===== config.mk =====
export PLATFORM = sky130hd
export DESIGN_NAME = fifo_pop_ctrl
export DESIGN_NICKNAME = d
export VERILOG_FILES = /design/src/rtl/fifo_pop_ctrl.sv
export SDC_FILE = /design/constraint.sdc
export NUM_CORES = 1
export LEC_CHECK = 0
export CORE_ASPECT_RATIO = 0.9
export CORE_UTILIZATION = 35
export CTS_CLUSTER_DIAMETER = 80
export DETAILED_ROUTE_END_ITERATION = 6
export RECOVER_POWER = 50
export SLEW_MARGIN = 20
export SYNTH_ARGS = -nofsm -noshare
export SYNTH_HDL_FRONTEND = slang
export SYNTH_SLANG_ARGS = --single-unit

===== constraint.sdc =====
create_clock -name rd_clk -period 2.8 [get_ports rd_clk]
set_input_delay 0.56 -clock rd_clk [delete_from_list [all_inputs] [get_ports rd_clk]]
set_output_delay 0.56 -clock rd_clk [all_outputs]
set_load 0.02 [all_outputs]

===== src/rtl/fifo_pop_ctrl.sv =====
// fifo_pop_ctrl
// Read-side consumer for fifo_top. Pops the FIFO whenever it has data and
// there is room downstream. It absorbs the FIFO's one-cycle registered read
// latency and presents words on a valid/ready stream through a 2-entry skid
// buffer. It also counts delivered words. All logic is in the rd_clk domain.

module fifo_pop_ctrl #(
    parameter int DATA_WIDTH = 8,
    parameter int CNT_WIDTH  = 16
) (
    input  logic                  rd_clk,
    input  logic                  rd_rst,
    input  logic                  enable,
    input  logic                  fifo_empty,
    output logic                  fifo_pop,
    input  logic [DATA_WIDTH-1:0] fifo_data,
    output logic                  m_valid,
    input  logic                  m_ready,
    output logic [DATA_WIDTH-1:0] m_data,
    output logic                  busy,
    output logic [CNT_WIDTH-1:0]  pop_count
);

    typedef enum logic [1:0] {
        IDLE  = 2'd0,
        RUN   = 2'd1,
        DRAIN = 2'd2
    } state_t;

    state_t                state;
    state_t                state_nxt;

    // Skid buffer: two entries, with 1-bit head/tail pointers that wrap 1 -> 0.
    logic [DATA_WIDTH-1:0] skid_mem [2];
    logic                  head;
    logic                  tail;
    logic [1:0]            occ;        // words held in the skid buffer (0..2)
    logic                  inflight;   // a pop was issued last cycle; data arrives now

    logic                  hs;         // downstream handshake this cycle
    logic [2:0]            fill;       // occupancy after this cycle's capture and handshake
    logic                  room;       // another pop cannot overrun the buffer
    logic                  pending;    // words still owed downstream (buffered or in flight)

    // ------------------------------------------------------------------
    // Stream side and occupancy bookkeeping
    // ------------------------------------------------------------------
    assign m_valid = (occ != 2'd0);
    assign m_data  = skid_mem[head];
    assign hs      = m_valid && m_ready;
    assign busy    = (state != IDLE);
    assign pending = (occ != 2'd0) || inflight;

    // occ + inflight - hs never underflows, because hs needs occ != 0.
    // The same sum is the next occupancy, since an in-flight word is always
    // captured and a handshake always removes one word.
    assign fill = {1'b0, occ} + {2'b00, inflight} - {2'b00, hs};
    assign room = (fill < 3'd2);

    // Pop request: gated by enable, FIFO data present and buffer room; forced low in reset.
    always_comb begin
        // NOTE: every always_comb output gets a default first so no path leaves it unassigned (no latch).
        fifo_pop = 1'b0;
        if (!rd_rst && enable && !fifo_empty && (state != IDLE || enable) && room) begin
            fifo_pop = 1'b1;
        end
    end

    // ------------------------------------------------------------------
    // Control FSM
    // ------------------------------------------------------------------

    // State register.
    always_ff @(posedge rd_clk or posedge rd_rst) begin
        // NOTE: sequential state uses non-blocking (<=) so every register samples pre-edge values.
        if (rd_rst) begin
            state <= IDLE;
        end else begin
            state <= state_nxt;
        end
    end

    // Next-state logic: RUN while enabled, DRAIN while delivering leftovers, IDLE when empty-handed.
    always_comb begin
        state_nxt = state;
        case (state)
            IDLE: begin
                if (enable) begin
                    state_nxt = RUN;
                end
            end
            RUN: begin
                if (!enable) begin
                    state_nxt = pending ? DRAIN : IDLE;
                end
            end
            DRAIN: begin
                if (enable) begin
                    state_nxt = RUN;
                end else if (!pending) begin
                    state_nxt = IDLE;
                end
            end
            default: state_nxt = IDLE;
        endcase
    end

    // ------------------------------------------------------------------
    // Datapath registers
    // ------------------------------------------------------------------

    // Track the pop in flight, the buffer occupancy and the head/tail pointers.
    always_ff @(posedge rd_clk or posedge rd_rst) begin
        if (rd_rst) begin
            inflight <= 1'b0;
            occ      <= 2'd0;
            head     <= 1'b0;
            tail     <= 1'b0;
        end else begin
            inflight <= fifo_pop;
            occ      <= fill[1:0];
            if (inflight) begin
                tail <= ~tail;
            end
            if (hs) begin
                head <= ~head;
            end
        end
    end

    // Capture the FIFO read word one cycle after its pop, into the buffer tail.
    always_ff @(posedge rd_clk or posedge rd_rst) begin
        // NOTE: this storage is reset because m_data reads it directly and must show zero out of reset.
        if (rd_rst) begin
            skid_mem[0] <= '0;
            skid_mem[1] <= '0;
        end else if (inflight) begin
            skid_mem[tail] <= fifo_data;
        end
    end

    // Delivered-word counter; wraps silently.
    always_ff @(posedge rd_clk or posedge rd_rst) begin
        if (rd_rst) begin
            pop_count <= '0;
        end else if (hs) begin
            pop_count <= pop_count + CNT_WIDTH'(1);
        end
    end

    // ------------------------------------------------------------------
    // Invariants
    // ------------------------------------------------------------------

    // The FIFO is never popped while empty.
    a_no_underflow: assert property (@(posedge rd_clk) disable iff (rd_rst)
        !(fifo_pop && fifo_empty));

    // A full buffer never has a word in flight toward it.
    a_no_overrun: assert property (@(posedge rd_clk) disable iff (rd_rst)
        !(occ == 2'd2 && inflight) && occ != 2'd3);

    // An offered word holds steady until it is taken.
    a_hold: assert property (@(posedge rd_clk) disable iff (rd_rst)
        (m_valid && !m_ready) |=> (m_valid && $stable(m_data)));

endmodule


* Word-level counts from Yosys, hierarchy flattened
Index checks and enable logic that the tools add are counted.
** Cells by class
- Equality and inequality tests :: 5
- Reduce and logical (&&, ||, !) cells :: 14
- Add/subtract/negate cells :: 3
- Mux-type cells :: 13
- $lt $le $gt $ge :: 4
- Bitwise gates (word level) :: 4
** Operators by type and width (number)
- 8-bit 2-to-1 mux :: 4
- 16-bit by 1-bit adder with 16-bit output, second input constant :: 1
- 16-bit bitwise mux :: 1
- 2-bit 2-to-1 mux :: 5
- 8-bit demux with 1-bit select :: 1
- 1-bit logical AND :: 6
- 2-bit case mux with 3 select lines :: 1
- 2-bit >= comparator, second input constant :: 2
- 2-bit != test, second input constant :: 2
- 1-bit NOT with 2-bit output :: 2
- 2-bit nonzero test :: 2
- 2-bit by 1-bit adder with 3-bit output :: 1
- 3-bit by 2-bit < comparator with 1-bit output, second input constant :: 1
- 3-bit != test, second input constant :: 1
- 3-bit AND reduction :: 1
- 3-bit by 1-bit subtractor with 3-bit output :: 1
- 2-bit by 1-bit equality test with 1-bit output, second input constant :: 1
- 2-bit equality test, second input constant :: 1
- 1-bit zero test :: 2
- 2-bit zero test :: 1
- 1-bit logical OR :: 2
- 2-bit by 1-bit < comparator with 1-bit output, second input constant :: 1
- 1-bit NOT :: 2
- 1-bit 2-to-1 mux :: 1
** Storage, ports and cells
- Register bits after elaboration :: 39
- Input bits :: 13
- Output and inout port bits :: 27
- Logic and storage cells :: 51

* Logic depth before layout (Yosys ltp)
Gate-level depths: netlist (run 1).
- Depth after elaboration :: 6
- Depth in mapped cells :: 8

* Worst setup path before layout (run 1)
No wires, ideal clock.
- Path kind :: reg-to-output
- Start point :: reg occ[1]
- End point :: out fifo_pop
- Data required time :: 2.240 ns
- Arrival :: 2.153 ns
- Cell stages (with the launch flop) :: 9
- Slack :: 0.087 ns
- Path through :: dfrtp_1 o21ai_2 inv_1 ha_1 inv_1 ha_1 fa_1 nor2_1 and4_1
** On the way
- Longest elaborated chain between the ends :: 6
** Ends and longest elaborated chain
- start: declaration :: line 37 : logic [1:0] occ;
- start signal: assignment :: line 121 : occ <= fill[1:0];
- 2-bit nonzero test :: line 48 : assign m_valid = (occ != 2'd0);
- 1-bit logical AND :: line 50 : assign hs = m_valid && m_ready;
- net hs :: line 40 : logic hs;
- 3-bit by 1-bit subtractor with 3-bit output :: line 57 : assign fill = {1'b0, occ} + {2'b00, inflight} - {2'b00, hs};
- net fill[1] :: line 41 : logic [2:0] fill;
- 3-bit by 2-bit < comparator with 1-bit output :: line 58 : assign room = (fill < 3'd2);
- 1-bit logical AND :: line 64 : if (!rd_rst && enable && !fifo_empty && (state != IDLE || enable) && room) begin
- 1-bit 2-to-1 mux :: line 64
- end: declaration :: line 15 : output logic fifo_pop,
The timed path passes the listed nets, and every way through them passes these cells.

* Worst setup path after layout (run 1)
Same ends and word-level chain as after synthesis.

==> results of run 1 <==
-- cell families (layout without fill, tap and decap cells) --
kind of cell               count (synthesis)  after routing  share of synthesized area
muxes                                     24             24                      0.159
adders and majority gates                  4              4                     0.0338
DFF                                       39             39                      0.573
buffers and inverters                      9             76                     0.0198
AOI/OAI and AO/OA                          1              1                    0.00514
xor gates and xnor gates                  18             18                     0.0925
and+or+nand+nor                           39             39                      0.117
-- metrics by stage --
step                      setup TNS, ns  setup slack [ns]  hold WS, ns  utilization
after floorplan                       0            0.0874        0.452            -
after global placement           -0.688            -0.688        0.459        0.483
after detailed placement         -0.775            -0.775        0.469        0.483
after CTS                       -0.0787           -0.0787        0.479        0.532
after global routing             -0.114            -0.114        0.517        0.533
final                           -0.0546           -0.0546        0.472        0.533
-- sequential cells by signal, indices dropped and copies added, names as in the netlist --
signal / count
pop_count: 16
state: 2
occ: 2
tail: 1
head: 1
skid_mem: 16
inflight: 1
-- final timing paths --
| check | endpoint | cells past startpoint | slack [ns] | start |
|---|---|---|---|---|
| worst max register to register | pop_count[3]$_DFFE_PP0P_ | 18 | 0.14 | occ[1]$_DFF_PP0_ |
| worst max-delay path | fifo_pop | 9 | -0.05 | occ[1]$_DFF_PP0_ |
| worst min-delay path | pop_count[15]$_DFFE_PP0P_ | 1 | 0.47 | pop_count[15]$_DFFE_PP0P_ |
| min in group asynchronous | skid_mem[7]$_DFFE_PP0P_ | 3 | 0.74 | rd_rst |
| worst min register to register | pop_count[15]$_DFFE_PP0P_ | 1 | 0.47 | pop_count[15]$_DFFE_PP0P_ |
| max in group asynchronous | head$_DFFE_PP0P_ | 3 | 1.71 | rd_rst |
-- cell usage in the layout (no fill, tap or decap), types with 2 or more instances in the layout --
cell type and n:
mux2_2 24, or2_2 3, clkbuf_1 3, clkdlybuf4s50_1 36, nand2_1 14, xor2_1 6
nand4_1 3, nor3_1 3, buf_6 2, inv_2 2, clkbuf_8 5, dfrtp_1 39
ha_4 2, nor2_1 4, and4_1 2, nand3_1 4, inv_1 5, xnor2_1 12
buf_4 20
-- report_power, final --
group	total, mW	switching [mW]	internal (mW)	leakage (nW)
clock	0.359	0.185	0.175	0.0422
combinational	1.20	0.506	0.692	0.555
sequential	0.932	0.165	0.767	0.486
total	2.49	0.856	1.63	1.08
-- worst max-delay path, cell delays in order (launching register included) --
cell and delay [ns]:
dfrtp_1 0.42, o21ai_2 0.19, inv_2 0.08, ha_4 0.27, inv_2 0.04, ha_4 0.15, fa_2 0.53, nor2_1 0.04
and4_1 0.16, buf_6 0.13
-- final cells by class --
cell class,instances,area share
tap,62,0.0318
clock buffer,7,0.0313
sequential,39,0.400
inverter,7,0.0108
timing repair buffer,61,0.228
clock inverter,1,0.00205
multi-input combinational,86,0.296
-- what timing repair did --
item / in CTS / in global routing
pin swaps: 6 / 5
endpoints found under the setup margin: 1 / 4
setup buffers: 18 / 0
gates resized for setup: 10 / 5
-- metal layers --
layer / part of all wire / track usage
met1: 0.43 / 0.185
met2: 0.49 / 0.271
met3: 0.064 / 0.0589
met4: 0.015 / 0.0625
met5: 0 / 0
==> qor.txt, run 1 <==
================================================================================
Final routed wirelength across all metal layers                          3.63 mm
Total design power                                                       2.49 mW
FF/Latch Area                                                           976 um^2
Number of hold violations in the final report                                  0
Num CTS Buffers                                                                5
Mapped Area                                                         0.00170 mm^2
Required time at the endpoint of the critical path                       2.24 ns
Launching element type of the critical path                            flip-flop
Setup WS post-layout                                                  -0.0546 ns
Clock latency at the later pin of the worst-skew pair                    0.28 ns
Ports placed on the boundary                                                  40
TritonCTS clock tree                                                         yes
Worst Tran Pin Value                                                    0.502 ns
Synth top area cells                                                dfrtp_1 57%, mux2_2 16%, xnor2_1 6.2%
Number of global-route vias before repair                                   1330
Post-Synthesis Net Count                                                     151
Critical Setup Path Class                                                reg2out
Power density over the cells                                        1020 mW/mm^2
DRC violation count after routing                                              0
Die Ht                                                                   68.2 um
Total inserted antenna cells                                                   0
Antenna-violating nets left                                                    0
Cell chosen for the clock root                                          clkbuf_8
Number of flops mapped to enable cells by yosys                                0
Count of synthesis-stage warnings from yosys                                   0
HPWL Detailed                                                            2.35 mm
CP Max Fanout                                                                  2
Initial core utilization                                                   0.372
Global router's overall resource usage                                     0.160
Final count of pins violating max slew                                         0
CTS Hold Bufs                                                                  0
Filler-free cell count of the finished design                                263
Maximum clock frequency                                                  350 MHz
CTS clock-pin slew for the worst setup and hold paths                    0.08 ns
Die boundary width                                                       75.6 um
Syn-to-layout area delta                                                   43.2%
Global-route wire length before repair                                   5.98 mm
Total number of clock tree sinks                                              39
Final worst path period need                                             2.85 ns
Post-synth top flop                                                      dfrtp_1
Final setup skew                                                      0.00763 ns
Final Cell Area                                                     0.00244 mm^2
Synth top cells by count                                            39 x dfrtp_1, 24 x mux2_2, 14 x nand2_1
Most frequent cell after synthesis                                       dfrtp_1
Total congestion overflow after global routing                                 0
Max IR drop VDD                                                       0.000608 V
Distinct cells, synth                                                         22
Leak pwr                                                                 1.08 nW
Total number of vias                                                        1216
Synth Instances                                                              134
Per-instance average area after synthesis                              12.7 um^2
Final setup violating endpoints                                                1
Site Rows                                                                     23
Area of the die                                                     0.00515 mm^2
Standard cell area after detailed placement                         0.00221 mm^2
Final-layout fill cell count                                                 399
Combined area of the multi-input logic cells                            722 um^2
Number of max-cap violations                                                   0
Initial DRC Count                                                             42
CTS H-tree depth                                                               2
RSZ-0062 raised after global routing                                        true
Sequential element share of the synthesized area                           0.573
Nets@finish                                                                  217
Fraction of post-synthesis cell area in the top cell type by area          0.573
Hold crit path type                                                      reg2reg
Buffers added on ports                                                        39
Post-Place Cells                                                             239
Share of flip-flops with an asynchronous set or reset                       1.00
Outcome                                                             complete, but fails checks
Violations in the final reports                                     negative setup slack
GP Congestion                                                              0.727
First drt pass iteration count                                                 4
Vias per inst                                                               4.62
Fraction of layout cells with a size suffix above 1                        0.313
Cell accounting for the most synthesized area                            dfrtp_1
Share of the clock period used by the worst path after layout               1.02
Drt wl/cell                                                              13.8 um
Initial antenna violation count                                                0
Maximum buffer depth of the clock tree                                         2
Worst EP arrival                                                         2.29 ns
Max-slew headroom                                                          0.662
Flip-flop and latch count after synthesis                                     39
Core region area                                                    0.00458 mm^2
Critical Path Sink Type                                             primary output
Pin count of the biggest net entering global routing                          40
================================================================================
No activity file was read; power rests on OpenSTA's default activity.
==> run 2: changes to the inputs <==
--- a/config.mk
+++ b/config.mk
@@ -7,7 +7,7 @@
 export LEC_CHECK = 0
 export CORE_ASPECT_RATIO = 0.9
 export CORE_UTILIZATION = 35
-export CTS_CLUSTER_DIAMETER = 80
+export CTS_CLUSTER_DIAMETER = 150
 export DETAILED_ROUTE_END_ITERATION = 6
 export RECOVER_POWER = 50
 export SLEW_MARGIN = 20
==> results of run 2 <==
Final layout, timing and power as in run 1 (identical DEF).
==> run 3: changes to the inputs <==
--- a/config.mk
+++ b/config.mk
@@ -5,10 +5,12 @@
 export SDC_FILE = /design/constraint.sdc
 export NUM_CORES = 1
 export LEC_CHECK = 0
+export ABC_CLOCK_PERIOD_IN_PS = 3100
 export CORE_ASPECT_RATIO = 0.9
 export CORE_UTILIZATION = 35
 export CTS_CLUSTER_DIAMETER = 150
 export DETAILED_ROUTE_END_ITERATION = 6
+export HOLD_SLACK_MARGIN = 0.06
 export RECOVER_POWER = 50
 export SLEW_MARGIN = 20
 export SYNTH_ARGS = -nofsm -noshare
==> constraint.sdc (replaced) <==
create_clock -name rd_clk -period 3.1 [get_ports rd_clk]
set_input_delay 0.62 -clock rd_clk [delete_from_list [all_inputs] [get_ports rd_clk]]
set_output_delay 0.62 -clock rd_clk [all_outputs]
set_load 0.02 [all_outputs]
==> qor.txt, run 3 (synthesis gave the netlist of run 1 again) <==
============================================================================
First drt pass iteration count                                             4
CP max stage cell                                                    dfrtp_1
Final total negative setup slack                                        0 ns
HPWL Detailed                                                        2.32 mm
Area of the die                                                 0.00515 mm^2
Worst Tran Pin Value                                                0.975 ns
CTS Hold Bufs                                                              0
Fraction of layout cells with a size suffix above 1                    0.302
Worst-case hold slack                                               0.471 ns
Total number of clock tree sinks                                          39
Die Ht                                                               68.2 um
Clock latency at the later pin of the worst-skew pair                0.29 ns
Core region area                                                0.00458 mm^2
Drt wl/cell                                                          13.7 um
Most common library cell in the layout ignoring fill and taps        dfrtp_1
Number of max-cap violations                                               0
Origin of the worst setup path                                  occ[1]$_DFF_PP0_
Final worst path period need                                         2.97 ns
Die boundary width                                                   75.6 um
HP Start                                                        pop_count[15]$_DFFE_PP0P_
Nets@finish                                                              218
Critical Setup Path Class                                            reg2reg
Cell chosen for the clock root                                      clkbuf_8
Share of the clock period used by the worst path after layout          0.958
Site Rows                                                                 23
Ports placed on the boundary                                              40
Hold crit path type                                                  reg2reg
Final setup violating endpoints                                            0
Power density over the cells                                     922 mW/mm^2
Initial antenna violation count                                            0
Num CTS Buffers                                                            5
Final setup skew                                                  0.00681 ns
Largest delay contributor family on the critical path           buffers and inverters
Most frequent cells in the layout                               39 x dfrtp_1, 35 x clkdlybuf4s50_1, 24 x mux2_2
Syn-to-layout area delta                                               43.0%
Maximum buffer depth of the clock tree                                     2
Final Cell Area                                                 0.00244 mm^2
DRC violation count after routing                                          0
Final routed wirelength across all metal layers                      3.61 mm
GP Congestion                                                          0.722
Maximum clock frequency                                              337 MHz
Pin count of the biggest net entering global routing                      40
Startpoint of the most critical register-to-register path       occ[1]$_DFF_PP0_
Leak pwr                                                             1.09 nW
Worst EP arrival                                                     3.19 ns
Final-layout fill cell count                                             401
Utilization of the core after routing                                  0.532
Max-slew headroom                                                      0.350
Delay of the slowest critical-path stage                             0.40 ns
Most numerous cell on the critical path                                buf_4
Registers with the highest flip-flop counts                     pop_count: 16 flops, skid_mem: 16 flops
Buffers added on ports                                                    39
Antenna-violating nets left                                                0
Total number of vias                                                    1214
CTS clock-pin slew for the worst setup and hold paths                0.08 ns
Outcome                                                         finished clean
Launching element type of the critical path                        flip-flop
Vias per inst                                                           4.60
CP Max Fanout                                                              3
Max IR drop VDD                                                   0.000581 V
Initial core utilization                                               0.372
Critical Path Sink Type                                            flip-flop
Global-route wire length before repair                               6.06 mm
Required time at the endpoint of the critical path                   3.32 ns
Global router's overall resource usage                                 0.165
Cell breakdown of the critical path                             o21ai_2 -> inv_2 -> buf_6 -> buf_4 -> buf_4 -> buf_4 -> buf_4 -> buf_4 -> buf_4 -> buf_4 -> buf_4 -> buf_4 -> buf_4 -> buf_4 -> buf_4 -> buf_4 -> buf_4 -> buf_4 -> buf_4 -> nand4_1 -> xnor2_1
Number of hold violations in the final report                              0
Combined buffer and inverter count along the critical path                18
Standard cell area after detailed placement                     0.00220 mm^2
TritonCTS clock tree                                                     yes
CTS H-tree depth                                                           2
Initial DRC Count                                                         89
Number of global-route vias before repair                               1328
Total congestion overflow after global routing                             0
Final count of pins violating max slew                                     0
Total inserted antenna cells                                               0
============================================================================
-- run 3: per-stage QoR --
| stage | cells | worst slack, ns | total power [mW] |
|---|---|---|---|
| after floorplan | 134 | 0.285 | 1.37 |
| after global placement | 238 | -0.507 | 1.73 |
| after detailed placement | 238 | -0.596 | 1.77 |
| after CTS | 263 | 0.0292 | 2.25 |
| after global routing | 264 | -0.00280 | 2.39 |
| final | 264 | 0.130 | 2.25 |
-- run 3: worst register-to-register path, delay by kind of cell, from the launching register on --
| family | cells | cell delay, ns |
|---|---|---|
| xor+xnor | 1 | 0.12 |
| flops | 1 | 0.40 |
| simple gates | 1 | 0.10 |
| buf+inv | 18 | 2.10 |
| compound gates | 1 | 0.19 |
-- run 3: timing repair --
| item | CTS | global route |
|---|---|---|
| gates cloned | 0 | 0 |
| pin swaps | 3 | 2 |
| endpoints found under the hold margin | 0 | 0 |
| buffers inserted | 17 | 1 |
| resized for setup | 7 | 3 |
| setup endpoints to repair | 1 | 3 |
-- run 3: final cells by class --
class / instances / area [um^2] / share of cell area
flip-flops and latches: 39 / 976 / 0.401
multi-input cells: 86 / 694 / 0.285
repair buffers: 62 / 558 / 0.229
clock buffers: 7 / 96.3 / 0.0395
well taps: 62 / 77.6 / 0.0318
inverters: 7 / 26.3 / 0.0108
clock inverters: 1 / 7.51 / 0.00308
-- run 3: per-layer routing --
layer,track usage,up-vias,routed length [um]
li1,-,581,-
met1,0.194,594,1630
met2,0.272,31,1700
met3,0.0515,8,201
met4,0.0833,0,72
met5,0,-,0
-- run 3: path summary, 6_finish.rpt --
path / to / slack (ns) / cells past startpoint
max: pop_count[3]$_DFFE_PP0P_ / 0.13 / 21
min: pop_count[15]$_DFFE_PP0P_ / 0.47 / 1
max reg2reg: pop_count[3]$_DFFE_PP0P_ / 0.13 / 21
min reg2reg: pop_count[15]$_DFFE_PP0P_ / 0.47 / 1
max in group asynchronous: skid_mem[12]$_DFFE_PP0P_ / 1.40 / 3
min in group asynchronous: skid_mem[6]$_DFFE_PP0P_ / 1.10 / 3
-- run 3: power breakdown --
part | internal, mW | total (mW) | switching (mW)
sequential | 0.692 | 0.844 | 0.151
clock | 0.202 | 0.385 | 0.182
combinational | 0.587 | 1.02 | 0.431
==> RTL change 1: new RTL, flow settings as in run 3 <==
Change the parameter `DATA_WIDTH` from 8 to 6.
--- a/src/rtl/fifo_pop_ctrl.sv
+++ b/src/rtl/fifo_pop_ctrl.sv
@@ -7,3 +7,3 @@
 module fifo_pop_ctrl #(
-    parameter int DATA_WIDTH = 8,
+    parameter int DATA_WIDTH = 6,
     parameter int CNT_WIDTH  = 16
Ports: changed (resized fifo_data and m_data); port bits go from 40 to 36. No check against the original RTL was run, so the function may have changed too.
==> RTL change 1 against run 3 <==
Routed wire length is 14% lower. Fmax is 1.4% lower. Largest cell class unchanged. Setup slack worse by 0.043 ns. Total power is 9.5% lower. Highest routed layer unchanged. Register-to-register slack better by 0.73 ns. Area after synthesis is 9.8% lower. Via count is 13% lower. Design area is 11% lower. First-iteration DRC count is 42% lower. Sequential cell count is 4 lower. The flow now finishes with violations (max-capacitance violations, max-slew violations).
==> RTL change 1: results (changes against run 3) <==
* Worst rel slew slack at -23.4% (-58 points)
* Routed met1 length at 1380 um (-16%)
* FF-to-FF Start: occ[0]
* Final Max Tran Viols at 36 (+36)
* Routability Congestion at 0.751 (+4.0%)
* Max cap viols at 1 (+1)
* P_comb at 0.807 mW (-21%)
* Number of cells on the worst reg-to-reg path at 12 (-43%)
* Clock buffer cells at 6 (-1)
* Crit Path Max Fanout at 2 (-1)
* DP Wirelength at 2080 um (-11%)
* Post-CTS Setup Bufs at 8 (-9)
* Status: complete, but fails checks
* Post-Syn Nets at 135 (-11%)
* Pleak at 0.954 nW (-13%)
* Pint at 1.39 mW (-6.1%)
* # resized after CTS at 8 (+1)
* Multi-In Gates at 76 (-12%)
* Multi-input gate area at 621 um^2 (-11%)
* All-layer global routing usage at 15.1% (-1.4 points)
* Net count, final at 186 (-15%)
* Seq. cell area at 876 um^2 (-10%)
* Met2 Usage GRT at 24.8% (-2.5 points)
* Via count at 1,053 (-13%)
* Signal buffers at 47 (-24%)
* Initial detailed-routing violation count at 52 (-42%)
* M1 GR Usage at 18.5% (-0.82 points)
* Post-Place Cells at 215 (-9.7%)
* Slowest CP cell: fa_1
* Port Buffers at 35 (-10%)
* Met3 Usage GRT at 4.04% (-1.1 points)
* Inverter count at 6 (-1)
* Met3 wire length at 140 um (-30%)
* Vias in the first global route at 1,120 (-16%)
* First-pass GRT wire length at 5220 um (-14%)
* Failing checks: max-capacitance violations, max-slew violations
* Seq power at 0.744 mW (-12%)
* Met2 Wirelength at 1510 um (-11%)
* Fillcell total at 367 (-8.5%)
* Worst stage delay on the critical path at 0.47 ns (+0.07 ns)
* Layout area overhead at 40.8%
* Cell variety after synth at 21 (-4.5%)
* Via density at 4.54 (-1.3%)
* Share of layout cells above drive strength 1 at 25.0% (-5.2 points)
* Clock network share of area at 6.13% (+1.9 points)
==> RTL change 1: worst max path at each step <==
stage / startpoint / end / slack (ns) / cells past startpoint
finish: m_ready / fifo_pop / 0.09 / 9
floorplan: m_ready / fifo_pop / 0.34 / 8
CTS: m_ready / fifo_pop / 0.07 / 9
global route: m_ready / fifo_pop / 0.003 / 9
global placement: m_ready / fifo_pop / -0.47 / 9
detailed placement: m_ready / fifo_pop / -0.57 / 9
==> RTL change 1: cell families (layout without fill, tap and decap cells) <==
family          count (synthesis)  in the layout  share of synthesized area, %
fa+ha+maj                       4              4                          3.75
buf+inv                         9             61                          2.93
flops                          35             35                          57.0
mux                            19             19                          13.9
xor+xnor                       18             18                          10.3
simple gates                   34             34                          11.6
compound gates                  1              1                         0.489
==> RTL change 1: critical path, delay by kind of cell <==
kind	cells	cell delay, ns
buffers and inverters	3	0.40
AND/OR/NAND/NOR	2	0.33
adder cells (fa/ha/maj)	3	0.91
AO/OA/AOI/OAI	1	0.13
==> RTL change 2: new RTL, flow settings as in run 3 <==
Without the edit above. Put one more register stage on the output `pop_count`, cleared by the reset. The value now appears one clock later. The other outputs are not delayed to match.
--- a/src/rtl/fifo_pop_ctrl.sv
+++ b/src/rtl/fifo_pop_ctrl.sv
@@ -28,2 +28,4 @@
     } state_t;
+
+    logic [CNT_WIDTH-1:0] pop_count_s0;
 
@@ -144,5 +146,5 @@
         if (rd_rst) begin
-            pop_count <= '0;
+            pop_count_s0 <= '0;
         end else if (hs) begin
-            pop_count <= pop_count + CNT_WIDTH'(1);
+            pop_count_s0 <= pop_count_s0 + CNT_WIDTH'(1);
         end
@@ -166,2 +168,10 @@
 
+    always_ff @(posedge rd_clk or posedge rd_rst) begin
+        if (rd_rst) begin
+            pop_count <= '0;
+        end else begin
+            pop_count <= pop_count_s0;
+        end
+    end
+
 endmodule
Behaviour: not the same (Yosys sat finds a counterexample within 4 cycles, from zero or initial values and one cycle with rd_rst high).
==> RTL change 2 against run 3 <==
The flow now finishes with violations (design-rule violations). Fmax fell by 1.4%. Area after synthesis rose by 26%. Total power rose by 12%. Highest routed layer unchanged. Setup slack got worse by 0.041 ns. Design area rose by 15%. Critical path depth fell by 11. Critical path type is now in -> out. Routed wire length rose by 5.9%. Largest cell class unchanged. Critical endpoint is now fifo_pop. Sequential cell count rose by 16.
==> RTL change 2: results (changes against run 3) <==
* Net count, final at 215 (-1.4%)
* Mean post-synth cell area at 14.6 um^2 (+15%)
* Via density at 4.66 (+1.4%)
* DRC viols at 5 (+5)
* All-layer global routing usage at 12.7% (-3.8 points)
* FF-to-FF setup slack at 1.09 ns (+0.96 ns)
* Top Registers: pop_count: 16 flops, pop_count_s0: 16 flops, skid_mem: 16 flops
* First-pass GRT wire length at 6400 um (+5.6%)
* Sequential share of the synthesized area at 64.0% (+6.7 points)
* Worst Hold Path EP: pop_count[15]
* Routability Congestion at 0.718 (-0.48%)
* Failing checks: design-rule violations
* Post-synth top cells: dfrtp_1 (55), mux2_2 (24), xnor2_1 (12)
* Reg-to-Reg End: inflight
* Largest net degree at the start of global routing at 56 (+40%)
* Routed met1 length at 1800 um (+10%)
* Worst Setup SP: m_ready
* FF-to-FF Start: occ[0]
* CP top delay family: adder cells
* Clock skew at 0.00734 ns (+0.000531 ns)
* Pint at 1.70 mW (+15%)
* Status: complete, but fails checks
* Worst rel slew slack at 54.3% (+19 points)
* Final wirelength at 3820 um (+5.9%)
* Number of cells on the worst reg-to-reg path at 8 (-62%)
* Met3 wire length at 182 um (-9.5%)
* Critical Path End: fifo_pop
* Hold path cells at 0 (-1)
* Post-Syn Nets at 164 (+8.6%)
-- RTL change 2: cell types whose count changed after synthesis, moves of 2 or more --
cell | before | now
clkbuf_1 | 2 | 0
nor3_1 | 3 | 1
dfrtp_1 | 39 | 55
inv_1 | 7 | 5
nand2_1 | 14 | 11
-- RTL change 2: power groups by stage --
stage	combinational, mW	clock (mW)	sequential [mW]
finish	0.954	0.469	1.10
global placement	0.897	0	1.10
detailed placement	0.928	0	1.12
floorplan	0.535	0	1.11
global route	1.03	0.516	1.13
CTS	0.934	0.486	1.11
-- RTL change 2: area by class of cell --
class	count	area share (%)
Inverter	6	0.893
Clock inverter	3	1.56
Clock buffer	5	2.46
Multi-Input combinational cell	85	27.5
Tap cell	70	3.12
Timing Repair Buffer	45	15.4
Sequential cell	55	49.1
-- RTL change 2: metrics by stage --
stage / power [mW] / cell area, um^2 / worst slack, ns / utilization [%]
6_report: 2.53 / 2800 / 0.0891 / 48.4
5_1_grt: 2.68 / 2800 / -0.0108 / 48.4
4_1_cts: 2.53 / 2770 / 0.0633 / 47.8
3_5_place_dp: 2.04 / 2650 / -0.606 / 45.8
3_3_place_gp: 2.00 / 2650 / -0.514 / 45.8
2_1_floorplan: 1.65 / 2150 / 0.197 / -
-- RTL change 2: cell families (layout without fill, tap and decap cells) --
group,Yosys count,count (layout),synth area share [%]
AO/OA/AOI/OAI,1,1,0.756
flip-flops,55,55,64.0
multiplexers,24,24,12.6
adder cells (fa/ha/maj),4,4,2.68
AND/OR/NAND/NOR,38,38,11.3
XOR/XNOR,18,18,7.33
buffers and inverters,7,59,1.40
-- RTL change 2: what timing repair did --
action / in CTS / in global routing
pin swaps: 2 / 6
gates cloned: 0 / 0
resized for setup: 7 / 4
endpoints found under the setup margin: 1 / 1
buffers inserted: 0 / 2
